### src/rtl/tlu_pkg.sv
// Shared definitions for the TLU event tagger: event word layout, widths and FSM encoding.
package tlu_pkg;

  localparam int unsigned TS_WIDTH    = 40;
  localparam int unsigned EVT_WIDTH   = 64;
  localparam int unsigned CNT_WIDTH   = 16;
  localparam int unsigned CNT_LSB     = 48;
  localparam int unsigned SEQ_ERR_BIT = 47;
  localparam int unsigned LOST_BIT    = 46;

  typedef enum logic [0:0] {
    StIdle    = 1'b0,
    StWaitCnt = 1'b1
  } tlu_state_e;

  function automatic logic [CNT_WIDTH-1:0] sat_inc(input logic [CNT_WIDTH-1:0] v);
    return (v == {CNT_WIDTH{1'b1}}) ? v : v + {{(CNT_WIDTH-1){1'b0}}, 1'b1};
  endfunction

  function automatic logic [EVT_WIDTH-1:0] pack_word(input logic [CNT_WIDTH-1:0] cnt,
                                                     input logic                 seq_err,
                                                     input logic                 lost,
                                                     input logic [TS_WIDTH-1:0]  ts);
    logic [EVT_WIDTH-1:0] w;
    w                      = '0;
    w[CNT_LSB+:CNT_WIDTH]  = cnt;
    w[SEQ_ERR_BIT]         = seq_err;
    w[LOST_BIT]            = lost;
    w[TS_WIDTH-1:0]        = ts;
    return w;
  endfunction

endpackage

### src/rtl/tlu_event_tagger_if.sv
// Trigger handshake from the TLU and the event-word stream towards the consumer.
interface tlu_event_tagger_if;
  import tlu_pkg::*;

  logic                 trigger_valid;
  logic                 trigger_cnt_valid;
  logic [CNT_WIDTH-1:0] trigger_cnt;
  logic [EVT_WIDTH-1:0] evt_data;
  logic                 evt_valid;
  logic                 evt_ready;

  // Environment side: drives the TLU handshake and consumes event words.
  modport master (
    output trigger_valid, trigger_cnt_valid, trigger_cnt, evt_ready,
    input  evt_data, evt_valid
  );

  // Tagger side.
  modport slave (
    input  trigger_valid, trigger_cnt_valid, trigger_cnt, evt_ready,
    output evt_data, evt_valid
  );

endinterface

### src/rtl/tlu_evt_fifo.sv
// Synchronous first-word-fall-through FIFO; head word is presented combinationally.
module tlu_evt_fifo #(
  parameter int unsigned Width = 64,
  parameter int unsigned Depth = 16
) (
  input  logic             i_clk,
  input  logic             i_rst,
  input  logic             i_push,
  input  logic [Width-1:0] i_data,
  input  logic             i_pop,
  output logic [Width-1:0] o_data,
  output logic             o_full,
  output logic             o_empty
);

  localparam int unsigned AW = $clog2(Depth);
  localparam int unsigned CW = AW + 1;

  logic [Width-1:0] r_mem [Depth];
  logic [AW-1:0]    r_wptr;
  logic [AW-1:0]    r_rptr;
  logic [CW-1:0]    r_count;
  logic             w_push;
  logic             w_pop;

  assign o_empty = (r_count == '0);
  assign o_full  = (r_count == CW'(Depth));
  // A full FIFO refuses the push even if the head is popped in the same cycle.
  assign w_push  = i_push && !o_full;
  assign w_pop   = i_pop && !o_empty;
  assign o_data  = o_empty ? '0 : r_mem[r_rptr];

  always_ff @(posedge i_clk) begin
    if (i_rst) begin
      r_wptr  <= '0;
      r_rptr  <= '0;
      r_count <= '0;
    end else begin
      if (w_push) r_wptr <= r_wptr + AW'(1);
      if (w_pop)  r_rptr <= r_rptr + AW'(1);
      if (w_push && !w_pop)      r_count <= r_count + CW'(1);
      else if (!w_push && w_pop) r_count <= r_count - CW'(1);
    end
  end

  always_ff @(posedge i_clk) begin
    if (w_push) r_mem[r_wptr] <= i_data;
  end

endmodule

### src/rtl/tlu_event_tagger.sv
// Tags TLU triggers with a 40-bit timestamp and trigger number, queuing event words in a FIFO.
module tlu_event_tagger
  import tlu_pkg::*;
#(
  parameter int unsigned FIFO_DEPTH = 16,
  parameter int unsigned WD_LIMIT   = 64
) (
  input  logic                 i_clk,
  input  logic                 i_rst_sys,
  tlu_event_tagger_if.slave    bus,
  input  logic                 i_ts_clr,
  output logic                 o_fifo_full,
  output logic [CNT_WIDTH-1:0] o_drop_cnt,
  output logic [CNT_WIDTH-1:0] o_seq_err_cnt,
  output logic [CNT_WIDTH-1:0] o_tmo_cnt
);

  localparam int unsigned WD_W = $clog2(WD_LIMIT + 1);

  tlu_state_e           r_state;
  tlu_state_e           w_state_next;
  logic [TS_WIDTH-1:0]  r_ts;
  logic [TS_WIDTH-1:0]  r_ts_lat;
  logic [WD_W-1:0]      r_wd;
  logic                 r_trig_prev;
  logic [CNT_WIDTH-1:0] r_prev_cnt;
  logic                 r_first;
  logic                 r_lost;
  logic [CNT_WIDTH-1:0] r_drop_cnt;
  logic [CNT_WIDTH-1:0] r_seq_err_cnt;
  logic [CNT_WIDTH-1:0] r_tmo_cnt;

  logic                 w_start;
  logic                 w_wd_expired;
  logic                 w_latch;
  logic                 w_accept;
  logic                 w_timeout;
  logic                 w_seq_err;
  logic                 w_full;
  logic                 w_empty;
  logic                 w_push;
  logic [EVT_WIDTH-1:0] w_word;
  logic [EVT_WIDTH-1:0] w_fifo_data;

  // Only a rising TRIGGER_VALID opens a handshake, so a level still high after an abort is ignored.
  assign w_start      = bus.trigger_valid && !r_trig_prev;
  assign w_wd_expired = (r_wd == WD_W'(WD_LIMIT - 1));
  assign w_seq_err    = !r_first && (bus.trigger_cnt != r_prev_cnt + CNT_WIDTH'(1));
  assign w_push       = w_accept && !w_full;
  assign w_word       = pack_word(bus.trigger_cnt, w_seq_err, r_lost, r_ts_lat);

  always_ff @(posedge i_clk) begin
    if (i_rst_sys) r_state <= StIdle;
    else           r_state <= w_state_next;
  end

  always_comb begin
    w_state_next = r_state;
    unique case (r_state)
      StIdle:    if (w_start) w_state_next = StWaitCnt;
      StWaitCnt: begin
        if (bus.trigger_cnt_valid || !bus.trigger_valid || w_wd_expired) begin
          w_state_next = StIdle;
        end
      end
      default:   w_state_next = StIdle;
    endcase
  end

  // Count beats both a falling TRIGGER_VALID and watchdog expiry in the same cycle.
  always_comb begin
    w_latch   = 1'b0;
    w_accept  = 1'b0;
    w_timeout = 1'b0;
    unique case (r_state)
      StIdle:    w_latch = w_start;
      StWaitCnt: begin
        if (bus.trigger_cnt_valid)                      w_accept  = 1'b1;
        else if (!bus.trigger_valid || w_wd_expired)    w_timeout = 1'b1;
      end
      default: ;
    endcase
  end

  always_ff @(posedge i_clk) begin
    r_trig_prev <= bus.trigger_valid;
    if (i_rst_sys) begin
      r_ts          <= '0;
      r_ts_lat      <= '0;
      r_wd          <= '0;
      r_prev_cnt    <= '0;
      r_first       <= 1'b1;
      r_lost        <= 1'b0;
      r_drop_cnt    <= '0;
      r_seq_err_cnt <= '0;
      r_tmo_cnt     <= '0;
    end else begin
      r_ts <= i_ts_clr ? '0 : r_ts + TS_WIDTH'(1);
      if (w_latch) begin
        r_ts_lat <= r_ts;
        r_wd     <= '0;
      end else if (r_state == StWaitCnt) begin
        r_wd <= r_wd + WD_W'(1);
      end
      if (w_accept) begin
        r_prev_cnt <= bus.trigger_cnt;
        r_first    <= 1'b0;
        if (w_seq_err) r_seq_err_cnt <= sat_inc(r_seq_err_cnt);
        if (w_full) begin
          r_lost     <= 1'b1;
          r_drop_cnt <= sat_inc(r_drop_cnt);
        end else begin
          r_lost <= 1'b0;
        end
      end
      if (w_timeout) r_tmo_cnt <= sat_inc(r_tmo_cnt);
    end
  end

  tlu_evt_fifo #(
    .Width (EVT_WIDTH),
    .Depth (FIFO_DEPTH)
  ) u_fifo (
    .i_clk   (i_clk),
    .i_rst   (i_rst_sys),
    .i_push  (w_push),
    .i_data  (w_word),
    .i_pop   (bus.evt_ready),
    .o_data  (w_fifo_data),
    .o_full  (w_full),
    .o_empty (w_empty)
  );

  assign bus.evt_data   = w_fifo_data;
  assign bus.evt_valid  = !w_empty;
  assign o_fifo_full    = w_full;
  assign o_drop_cnt     = r_drop_cnt;
  assign o_seq_err_cnt  = r_seq_err_cnt;
  assign o_tmo_cnt      = r_tmo_cnt;

endmodule

### src/flat_wrapper.sv
// flat-port wrapper written by rule: the top's interface ports become plain ports
module tlu_event_tagger_flat import tlu_pkg::*;
#(
  parameter int unsigned FIFO_DEPTH = 16,
  parameter int unsigned WD_LIMIT   = 64
)
  (i_clk, i_rst_sys, i_ts_clr, o_fifo_full, o_drop_cnt, o_seq_err_cnt, o_tmo_cnt, bus_trigger_valid, bus_trigger_cnt_valid, bus_trigger_cnt, bus_evt_ready, bus_evt_data, bus_evt_valid);
  tlu_event_tagger_if bus_i ();
  input  logic i_clk;
  input  logic i_rst_sys;
  input  logic i_ts_clr;
  output logic o_fifo_full;
  output logic [CNT_WIDTH-1:0] o_drop_cnt;
  output logic [CNT_WIDTH-1:0] o_seq_err_cnt;
  output logic [CNT_WIDTH-1:0] o_tmo_cnt;
  input wire logic [$bits(bus_i.trigger_valid)-1:0] bus_trigger_valid;
  input wire logic [$bits(bus_i.trigger_cnt_valid)-1:0] bus_trigger_cnt_valid;
  input wire logic [$bits(bus_i.trigger_cnt)-1:0] bus_trigger_cnt;
  input wire logic [$bits(bus_i.evt_ready)-1:0] bus_evt_ready;
  output wire logic [$bits(bus_i.evt_data)-1:0] bus_evt_data;
  output wire logic [$bits(bus_i.evt_valid)-1:0] bus_evt_valid;
  assign bus_i.trigger_valid = bus_trigger_valid;
  assign bus_i.trigger_cnt_valid = bus_trigger_cnt_valid;
  assign bus_i.trigger_cnt = bus_trigger_cnt;
  assign bus_i.evt_ready = bus_evt_ready;
  assign bus_evt_data = bus_i.evt_data;
  assign bus_evt_valid = bus_i.evt_valid;
  tlu_event_tagger #(.FIFO_DEPTH(FIFO_DEPTH), .WD_LIMIT(WD_LIMIT)) u_core (.i_clk(i_clk), .i_rst_sys(i_rst_sys), .bus(bus_i), .i_ts_clr(i_ts_clr), .o_fifo_full(o_fifo_full), .o_drop_cnt(o_drop_cnt), .o_seq_err_cnt(o_seq_err_cnt), .o_tmo_cnt(o_tmo_cnt));
endmodule
### config.mk
export PLATFORM = sky130hd
export DESIGN_NAME = tlu_event_tagger_flat
export DESIGN_NICKNAME = d
export VERILOG_FILES = /design/src/rtl/tlu_pkg.sv /design/src/rtl/tlu_event_tagger_if.sv /design/src/rtl/tlu_evt_fifo.sv /design/src/rtl/tlu_event_tagger.sv /design/src/flat_wrapper.sv
export SDC_FILE = /design/constraint.sdc
export NUM_CORES = 1
export LEC_CHECK = 0
export ABC_AREA = 0
export BUFFER_PORTS_ARGS = -buffer_cell sky130_fd_sc_hd__clkbuf_2
export CORE_MARGIN = 4
export CORE_UTILIZATION = 50
export DETAILED_ROUTE_END_ITERATION = 10
export PLACE_DENSITY = 0.66
export SLEW_MARGIN = 5
export SYNTH_ARGS = -nofsm -noshare
export SYNTH_HDL_FRONTEND = slang
export SYNTH_SLANG_ARGS = --single-unit
### constraint.sdc
create_clock -name i_clk -period 7.7 [get_ports i_clk]
set_input_delay 1.155 -clock i_clk [delete_from_list [all_inputs] [get_ports i_clk]]
set_output_delay 1.155 -clock i_clk [all_outputs]
set_load 0.1 [all_outputs]
==> run metrics <==
post-route ant nets 0; worst r2r src u_core.r_state; Yosys cell types 50; top post-synthesis cells by area edfxtp_1, mux4_2, dfxtp_1, nand2_1, xor2_1; # hold bufs at CTS 0; Final WS setup 2.47 ns; First-pass DRT Iterations 5; cell with the largest stage delay on the worst path dfxtp_4; Placement Setup Slack approximately 2.8 ns; sequential share of power a little over two fifths; CP Max Fanout 77; Nets 2475; clk buf depth 3; switching share of power 32.9%; Slew Limit Headroom 17.2%; Via density around 6.0; ant diodes 0; Vias approximately 22000; min-delay src u_core.r_ts[24]; Die ar. ~0.090 mm^2; share of layout cells above drive strength 1 25.3%; Root Buffer clkbuf_16; Ys Warns 0; post-synthesis adder-cell area fraction less than 1%; most frequent CP cell mux4_2; post-CTS sizing 0; Synth Register Bits between 1000 and 1500; setup tns final 0 ns; sequential-to-total area share from yosys stat around three quarters; die width between 300 and 400 um; most numerous cell in the Yosys netlist edfxtp_1; Die H around 300 um; CTS Buf Count around 110; GPL Wtd Cong 0.772; fillers just over 6000; Crit path largest cell delay 0.98 ns; Synth Area in Compound Gates under 10%; sw power approximately 5.2 mW; CP arrival slightly above 4 ns; # rows approximately 110; H-tree depth 3; CTS tree done; clk sinks 1100; top cell type's share of synthesized area 65.2%; GR Util All Layers about a fifth; PwrDens 326 mW/mm^2; # setup viols final 0; Clk Latency, worst-skew pair 0.68 ns; Avg Cell Area, Syn ~19 um^2; Mapped Cells ~2300; DP HPWL a little over 50000 um; P_leak between 10 and 15 nW; type of the worst min-delay path flip-flop to flip-flop; synthesized cell area ~0.043 mm^2; area delta synth->final 12.7%; Max-Cap Viols 0; Tot Pwr 15.7 mW; Routed Wire Length approximately 95000 um; Setup Fix Bufs, Post-CTS 0; minimum clock period 5.23 ns; Cell Int Power around 11 mW; vias in the first global route 22400; FFs w/ async S/R, synth 0%; core area between 0.08 and 0.09 mm^2; RSZ-0062 raised after global routing no; pin slew with the least headroom to its limit roughly 1.2 ns; mux cell area share after synthesis between 10% and 20%; Clock transition at path regs around 0.060 ns; DR WL/cell about 26 um; IR drop worst, VDD roughly 0.00028 V; initial antenna violation count 1; CP Capture Type output port; Boundary Pins about 140; fmax around 190 MHz; Worst Path Required roughly 6.6 ns; clock share of power about a third; Final Hold Vio Count 0; initial core utilization 50.8%; Synth Area in Simple Gates 5.78%; first-pass GRT wire length roughly 140000 um; Synth top cells by count edfxtp_1, mux4_2, dfxtp_1, nand2_1, nor2_1; XOR/XNOR share of the synthesized area 1.97%; main combinational cell family by area after synthesis multiplexers; startpoint types flip-flop; Synth Flop Type edfxtp_1; IO buf count about 130; # DRC 0; largest net degree at the start of global routing 116; Final Max Slew Viols 0; Final period util roughly two thirds; critical path, cell by cell buf_12 > mux4_2 > mux4_2 > and2_1 > clkbuf_2; critical path class flip-flop to output port; Clock Skew approximately 0.025 ns; status completed; Comb pwr share approximately a quarter; top cell type by total area after synthesis edfxtp_1; DRT iter0 DRCs between 2000 and 2500; number of synthesized flops with an enable pin roughly 930; Remaining Overflow, GRT 0
[critical path: cells and delay by family, from the launching register on]
family | cells | cell delay (ns)
and+or+nand+nor | 1 | 0.21
muxes | 2 | 1.16
buffers and inverters | 2 | 0.96
DFF | 1 | 0.98
[area by class of cell]
class | instances | area (um^2) | share of cell area, %
Tap cell | 1134 | 1420 | 2.95
Sequential cell | 1100 | 31300 | 65.0
Clock inverter | 50 | 333 | 0.691
Clock buffer | 156 | 3110 | 6.45
Multi-Input combinational cell | 1050 | 11000 | 22.8
Timing Repair Buffer | 164 | 961 | 1.99
Inverter | 10 | 37.5 | 0.0779
[worst paths after layout]
path / to / slack [ns] / depth (start not counted)
max reg2reg: u_core.u_fifo.r_mem[7][26] / 3.50 / 5
min: u_core.r_ts_lat[24] / 0.48 / 2
min reg2reg: u_core.r_ts_lat[24] / 0.48 / 2
max: bus_evt_data[19] / 2.47 / 5
[per-stage QoR]
step | cell area (um^2) | util [%] | hold WS, ns | instances
5_1_grt | 48200 | 57.2 | 0.481 | 3664
6_report | 48200 | 57.2 | 0.477 | 3664
2_1_floorplan | 42800 | - | 0.437 | 2288
3_3_place_gp | 44700 | 53.1 | 0.458 | 3458
3_5_place_dp | 44700 | 53.1 | 0.466 | 3458
4_1_cts | 48200 | 57.2 | 0.476 | 3664
[cell usage in the layout (no fill, tap or decap), types with 18 or more instances in the layout]
cell / n
a21oi_1: 88
and2_1: 65
buf_4: 32
clkbuf_1: 31
clkbuf_16: 113
clkbuf_2: 128
clkinv_1: 21
clkinv_2: 19
dfxtp_1: 168
edfxtp_1: 928
mux4_2: 290
nand2_1: 158
nand3_1: 37
nand4_1: 25
nor2_1: 112
o21ai_0: 18
or3_1: 18
xnor2_1: 37
xor2_1: 59
[registers in the layout, summed over array words and instances (netlist names), named ones only]
| register | flops |
|---|---|
| u_core.r_trig_prev | 1 |
| u_core.o_drop_cnt | 16 |
| u_core.r_state | 1 |
| u_core.u_fifo.r_count | 5 |
| u_core.o_seq_err_cnt | 16 |
| u_core.u_fifo.r_mem | 928 |
| u_core.r_prev_cnt | 16 |
| u_core.r_lost | 1 |
| u_core.r_first | 1 |
| u_core.u_fifo.r_rptr | 4 |
| u_core.r_wd | 7 |
| u_core.r_ts_lat | 40 |
| u_core.o_tmo_cnt | 16 |
| u_core.u_fifo.r_wptr | 4 |
| u_core.r_ts | 40 |
[cell families after synthesis]
| family | count (synthesis) |
|---|---|
| AO/OA/AOI/OAI | 128 |
| other | 1 |
| flip-flops | 1100 |
| multiplexers | 300 |
| adder cells (fa/ha/maj) | 16 |
| buffers and inverters | 138 |
| XOR/XNOR | 96 |
| AND/OR/NAND/NOR | 504 |
[power groups by stage]
stage | logic (mW) | registers [mW] | clock network [mW]
2_1_floorplan | 3.45 | 6.58 | 0
3_3_place_gp | 4.13 | 6.69 | 0
3_5_place_dp | 4.15 | 6.69 | 0
4_1_cts | 4.16 | 6.57 | 5.15
5_1_grt | 4.29 | 6.58 | 5.42
6_report | 4.09 | 6.56 | 5.05
[metal layers]
layer / routed length [um] / GRT usage [%] / part of all wire [%] / vias to the layer above
li1: - / - / - / 9349
met1: 40900 / 30.3 / 43 / 11700
met2: 46900 / 34.8 / 49 / 692
met3: 5620 / 3.36 / 5.9 / 107
met4: 1350 / 4.61 / 1.4 / 0
met5: 0 / 0 / 0 / -
(Power assumes the default switching activity.)
